### config.mk
export PLATFORM = sky130hd
export DESIGN_NAME = button_led_ctrl
export DESIGN_NICKNAME = d
export VERILOG_FILES = /design/src/rtl/button_led_ctrl.sv
export SDC_FILE = /design/constraint.sdc
export NUM_CORES = 1
export LEC_CHECK = 0
export CORE_MARGIN = 4
export CORE_UTILIZATION = 40
export DETAILED_ROUTE_END_ITERATION = 10
export GPL_TIMING_DRIVEN = 0
export SLEW_MARGIN = 20
export SYNTH_ARGS = -nofsm -noshare
export SYNTH_HDL_FRONTEND = slang
export SYNTH_SLANG_ARGS = --single-unit
### constraint.sdc
create_clock -name sysclk -period 8.2 [get_ports sysclk]
set_input_delay 2.46 -clock sysclk [delete_from_list [all_inputs] [get_ports sysclk]]
set_output_delay 2.46 -clock sysclk [all_outputs]
set_load 0.02 [all_outputs]
### src/rtl/button_led_ctrl.sv
// Multi-channel switch debouncer with press strobes and per-channel LED modes
// (follow / toggle / stretch / off). All state is clocked on sysclk.
module button_led_ctrl #(
   parameter int CHANNELS    = 4,
   parameter int CNT_W       = 32,
   parameter int SYNC_STAGES = 2,
   parameter int ACTIVE_LOW  = 1,
   parameter int PULSE_LEN   = 5_000_000
) (
   input  logic                  sysclk,
   input  logic                  rst_n,
   input  logic [CHANNELS-1:0]   sw_i,
   input  logic [CNT_W-1:0]      max_value,
   input  logic [2*CHANNELS-1:0] mode_i,
   output logic [CHANNELS-1:0]   db_o,
   output logic [CHANNELS-1:0]   press_o,
   output logic [CHANNELS-1:0]   led_o
);

   localparam int STR_W = $clog2(PULSE_LEN + 1);
   localparam logic INACT = (ACTIVE_LOW != 0);
   localparam logic [STR_W-1:0] PULSE_LD = STR_W'(PULSE_LEN);

   for (genvar k = 0; k < CHANNELS; k++) begin : g_ch
      logic [SYNC_STAGES-1:0] sync_q;
      logic [CNT_W-1:0]       cnt_q;
      logic                   db_q;
      logic                   press_q;
      logic                   tog_q;
      logic                   tog_d;
      logic [STR_W-1:0]       str_q;
      logic [STR_W-1:0]       str_d;
      logic                   led_q;
      logic                   led_d;
      logic                   sync_s;
      logic                   mismatch;
      logic                   hit;

      assign sync_s   = sync_q[SYNC_STAGES-1];
      assign mismatch = (sync_s != db_q);
      assign hit      = mismatch && (cnt_q == max_value);

      always_ff @(posedge sysclk or negedge rst_n) begin
         if (!rst_n) begin
            sync_q  <= {SYNC_STAGES{INACT}};
            db_q    <= INACT;
            cnt_q   <= '0;
            press_q <= 1'b0;
         end else begin
            sync_q  <= {sync_q[SYNC_STAGES-2:0], sw_i[k]};
            press_q <= hit && (sync_s != INACT);
            if (hit) begin
               db_q  <= sync_s;
               cnt_q <= '0;
            end else if (mismatch) begin
               cnt_q <= cnt_q + CNT_W'(1);
            end else begin
               cnt_q <= '0;
            end
         end
      end

      always_comb begin
         tog_d = tog_q ^ press_q;
         str_d = str_q;
         if (press_q) begin
            str_d = PULSE_LD;
         end else if (str_q != '0) begin
            str_d = str_q - STR_W'(1);
         end
      end

      // LED samples the next toggle/stretch state so every mode reacts on
      // the edge right after the press strobe, like follow mode does.
      always_comb begin
         led_d = 1'b0;
         case (mode_i[2*k +: 2])
            2'b00:   led_d = (db_q != INACT);
            2'b01:   led_d = tog_d;
            2'b10:   led_d = (str_d != '0);
            default: led_d = 1'b0;
         endcase
      end

      always_ff @(posedge sysclk or negedge rst_n) begin
         if (!rst_n) begin
            tog_q <= 1'b0;
            str_q <= '0;
            led_q <= 1'b0;
         end else begin
            tog_q <= tog_d;
            str_q <= str_d;
            led_q <= led_d;
         end
      end

      assign db_o[k]    = db_q;
      assign press_o[k] = press_q;
      assign led_o[k]   = led_q;
   end

endmodule

# [Word level (Yosys, flattened, before mapping)]
# Index checks and enable logic that the tools add are counted.
[classes] add_sub_neg=8 multipliers=0 div=0 order_cmp=0 eq_ne=16 shift=0 n_mux=20 bitwise_logic=12 reduce_logical=20
[ops] op="$mux W32" n=8
[ops] op="$mux W23" n=8
[ops] op="$reduce_bool A23 Y1" n=8
[ops] op="$add A32 B1 Y32 const B" n=4
[ops] op="$eq A32 B32 Y1" n=4
[ops] op="$sub A23 B1 Y23 const B" n=4
[ops] op="$pmux W1 S3" n=4
[ops] op="$eq A2 B1 Y1 const B" n=4
[ops] op="$eq A2 B2 Y1 const B" n=4
[ops] op="$logic_and A1 B1 Y1" n=8
[ops] op="$logic_not A2 Y1" n=4
[ops] op="$not A1 Y1" n=8
[ops] op="$ne A1 B1 Y1" n=4
[ops] op="$xor A1 B1 Y1" n=4
[totals] regBits=244 latch_bits=0 ram_bits=0 romBits=0 input_bits=46 output_inout_bits=12 memories=0

# [Logic depth before layout (Yosys ltp)]
[depth] word_depth=5 ltp_mapped=11 ltp_nobuf=10

# [Worst setup path after synthesis]
# Ideal clock, no wire load.
[synth_path] path_type="in2reg" start="input port max_value[23]" end="register g_ch[2].cnt_q[22]" arrival_time_ns=4.316 t_required_ns=8.068 path_slack_ns=3.752 cell_stages=9 n_path_buf=2 cell_sequence="clkbuf_1 -> xnor2_1 -> nand4_1 -> or4_1 -> nor4_1 -> nand4_1 -> nand2_1 -> clkbuf_1 -> nor2_1"
[synth_via] elab_chain_len=3
[synth_rtl] item="start, declared" line_no="13" source="input logic [CNT_W-1:0] max_value,"
[synth_rtl] item="$eq A32 B32 Y1" line_no="41" source="assign hit = mismatch && (cnt_q == max_value);"
[synth_rtl] item="$logic_and A1 B1 Y1" line_no="41"
[synth_rtl] item="$mux W32" line_no="52" source="if (hit) begin"
[synth_rtl] item="end signal, assigned" line_no="56" source="cnt_q <= cnt_q + CNT_W'(1);"
[synth_rtl] item="end, declared" line_no="26" source="logic [CNT_W-1:0] cnt_q;"
# No other way between the ends.
# A chain may end at the register's enable or synchronous reset.

# [Worst setup path in the final report]
[layout_path] start="input port max_value[13]" end="register g_ch[1].cnt_q[25]"
[layout_via] elab_chain_len=3
[layout_rtl] item="$eq A32 B32 Y1" line_no="41"
[layout_rtl] item="$logic_and A1 B1 Y1" line_no="41"
[layout_rtl] item="$mux W32" line_no="52"
[layout_rtl] item="end signal, assigned" line_no="56"
[layout_rtl] item="end, declared" line_no="26"
# No other way between the ends.

==> results.sh <==
export IMPL_p_comb_share_pct=7.0
export IMPL_synth_edf_count=0
export IMPL_skew_ns=0.0187
export IMPL_p_seq_share_pct=44.4
export IMPL_cts_buffers=29
export IMPL_core_area_sq_mm=0.0329
export IMPL_remaining_drc_errors=0
export IMPL_power_leakage_uw=0.00707
export IMPL_grt_antenna_before_repair=0
export IMPL_clkTransAtPathRegs_ns=0.06
export IMPL_ctsHoldBuffers=0
export IMPL_p_int_uw=2130
export IMPL_powerDensity_mw_per_mm2=177
export IMPL_tightest_slew_ns=0.848
export IMPL_fillers=3149
export IMPL_wirelength_um=33300
export IMPL_drive_gt1_share_pct=7.14
export IMPL_postRouteAntennaNets=0
export IMPL_crit_path_start_kind="primary input"
export IMPL_max_vdd_ir_drop_mv=0.152
export IMPL_grt_max_degree=97
export IMPL_clockRootBuffer="clkbuf_16"
export IMPL_hold_path_class="reg -> reg"
export IMPL_p_sw_uw=635
export IMPL_dpl_cell_count=1914
export IMPL_rsz0062_at_grt="false"
export IMPL_crit_fanout=10
export IMPL_dp_hpwl_um=23400
export IMPL_wire_per_inst_um=16.9
export IMPL_min_period_over_period_pct=61.5
export IMPL_yosysWarnings=0
export IMPL_synth_nets=1476
export IMPL_wl_met3_um=2010
export IMPL_dieHeight_um=192
export IMPL_place_congestion=0.865
export IMPL_hold_viol=0
export IMPL_nets=1561
export IMPL_fp_dieW_um=192
export IMPL_port_buffers=52
export IMPL_grt_use_total_pct=18.3
export IMPL_ys_flop_type="dfrtp_1"
export IMPL_period_minus_slack_ns=5.04
export IMPL_crit_top_cell="nand4_1"
export IMPL_pin_count=58
export IMPL_cts_tree="done"
export IMPL_status="complete, no violations"
export IMPL_post_cts_buffers=0
export IMPL_grt_pass1_wl_um=54600
export IMPL_timing_setup_tns_ns=0
export IMPL_die_area_sq_mm=0.0367
export IMPL_cts_repair_resized=0
export IMPL_highest_layer="met4"
export IMPL_via_per_inst=5.27
export IMPL_worstSkewPairLatency_ns=0.55
export IMPL_synthArstFlopShare_pct=100
export IMPL_synth_area_sq_mm=0.0135
export IMPL_layoutNonFillerInstCount=1968
export IMPL_area_growth_pct=16.0
export IMPL_ys_ff_latch=244
export IMPL_cts_max_path_buffers=3
export IMPL_yosysSeqAreaShare_pct=45.4
export IMPL_layout_commonest_cell="nor2_1"
export IMPL_required_ns=8.62
export IMPL_via_count=10400
export IMPL_cp_slowest_stage_delay_ns=0.79
export IMPL_drt_iter0_drc=709
export IMPL_num_rows=66
export IMPL_crit_chain="clkdlybuf4s50_1 -> xnor2_1 -> nand4_1 -> or4_1 -> nor4_1 -> nand4_1 -> nand2_1 -> clkbuf_1 -> nor2_1"
export IMPL_switching_share_pct=23.0
export IMPL_initial_core_util_pct=41.0
export IMPL_path_class="in -> reg"
export IMPL_grt_pass1_vias=10400
export IMPL_cap_violations=0
export IMPL_relSlewSlack_pct=43.0
export IMPL_final_setup_viol_count=0
export IMPL_worstPathArrival_ns=5.46
export IMPL_ys_types=67
export IMPL_avgSynthCellArea_sq_um=9.51
export IMPL_dr_pass1_iters=5
export IMPL_htreeDepth=1
export IMPL_cts_sinks=244
export IMPL_final_cell_mix="238 x nor2_1, 232 x dfrtp_1, 168 x xor2_1, 148 x xnor2_1, 93 x nand2_1"
export IMPL_max_freq_mhz=198
export IMPL_clkPwrFrac_pct=48.7
export IMPL_diodes=0
export IMPL_worstSetupEndpointType="flop"
export IMPL_wl_met2_um=15000
export IMPL_critPathSlowestCell="clkdlybuf4s50_1"
export IMPL_synthCells=1418
export IMPL_drv_slew=0
export IMPL_overflow=0
export IMPL_met1_length_um=15500
-- registers in the layout, indices dropped and copies added (netlist names) --
register,count
g_ch.sync_q,8
g_ch.str_q,92
g_ch.db_q,4
g_ch.press_q,4
g_ch.tog_q,4
g_ch.led_q,4
g_ch.cnt_q,128
-- synth_stat cells, drive strengths merged (12+ instances only) --
cell / n / share of area [%]
ha: 12 / 1.1
xor2: 168 / 11
and4: 13 / 0.85
a31oi: 12 / 0.56
and3: 23 / 1.1
or3: 20 / 0.93
inv: 28 / 0.78
xnor2: 148 / 9.6
dfstp: 12 / 2.3
o21ai: 12 / 0.45
nand2: 93 / 2.6
nor4: 44 / 2.2
buf: 14 / 0.76
a21oi: 26 / 0.96
clkbuf: 35 / 0.98
nand4: 56 / 2.6
or4: 21 / 1.2
nand3: 65 / 2.4
nor3: 38 / 1.6
nand2b: 18 / 0.83
dfrtp: 232 / 43
nor2: 239 / 6.7
-- worst max-delay path, delay by kind of cell --
kind / cells / cell delay (ns)
xor+xnor: 1 / 0.19
simple gates: 6 / 1.61
buf+inv: 2 / 1.19
-- logic make-up (layout without fill, tap and decap cells) --
kind of cell    Yosys count  in the layout  share of synthesized area (%)
buf+inv                  77            185                           2.52
flops                   244            244                           45.4
mux                       8              8                          0.640
simple gates            684            684                           26.2
fa+ha+maj                12             12                           1.11
xor+xnor                316            316                           20.5
compound gates           77             77                           3.61
-- through the flow --
step / utilization [%] / cell area, sq um / setup slack (ns) / hold slack, ns / total power [uW]
floorplan: - / 13500 / 3.75 / 0.345 / 1340
global placement: 44.3 / 14600 / -6.07 / 0.346 / 1440
detailed placement: 44.5 / 14600 / 2.56 / 0.348 / 1440
CTS: 47.6 / 15600 / 3.13 / 0.355 / 2810
global route: 47.6 / 15600 / 2.96 / 0.361 / 2880
finish: 47.6 / 15600 / 3.16 / 0.353 / 2770
-- worst paths after layout --
check | startpoint | endpoint | slack (ns) | cells past startpoint
worst min register to register | g_ch[1].sync_q[0]$_DFF_PN1_ | g_ch[1].sync_q[1]$_DFF_PN1_ | 0.35 | 0
worst min-delay path | g_ch[1].sync_q[0]$_DFF_PN1_ | g_ch[1].sync_q[1]$_DFF_PN1_ | 0.35 | 0
worst max-delay path | max_value[13] | g_ch[1].cnt_q[25]$_DFF_PN0_ | 3.16 | 9
worst max register to register | g_ch[2].str_q[14]$_DFF_PN0_ | g_ch[2].led_q$_DFF_PN0_ | 5.08 | 8
min in group asynchronous | rst_n | g_ch[3].str_q[1]$_DFF_PN0_ | 1.90 | 1
max in group asynchronous | rst_n | g_ch[1].db_q$_DFFE_PN1P_ | 5.39 | 2
-- power by group through the flow --
| stage | registers [uW] | logic, uW | clock network, uW |
|---|---|---|---|
| after detailed placement | 1250 | 194 | 0 |
| after CTS | 1230 | 195 | 1390 |
| after global routing | 1230 | 213 | 1440 |
| after global placement | 1250 | 190 | 0 |
| final | 1230 | 193 | 1350 |
| after floorplan | 1250 | 96.1 | 0 |
-- cell type report --
class                           instances  area [sq um]  share of cell area [%]
Inverter                               28           105                   0.672
Buffer                                 49           235                    1.50
Timing Repair Buffer                   54           581                    3.71
Sequential cell                       244          6120                    39.1
Clock inverter                          8           121                   0.776
Multi-Input combinational cell       1097          7030                    44.9
Clock buffer                           46           900                    5.75
Tap cell                              442           553                    3.53
-- per-layer routing --
metal  track usage [%]  vias to the layer above
met5                 0                        -
met4              4.81                        0
met3              3.29                       55
met2              29.1                      261
met1              26.1                     5035
li1                  -                     5017
(Power assumes the default switching activity.)
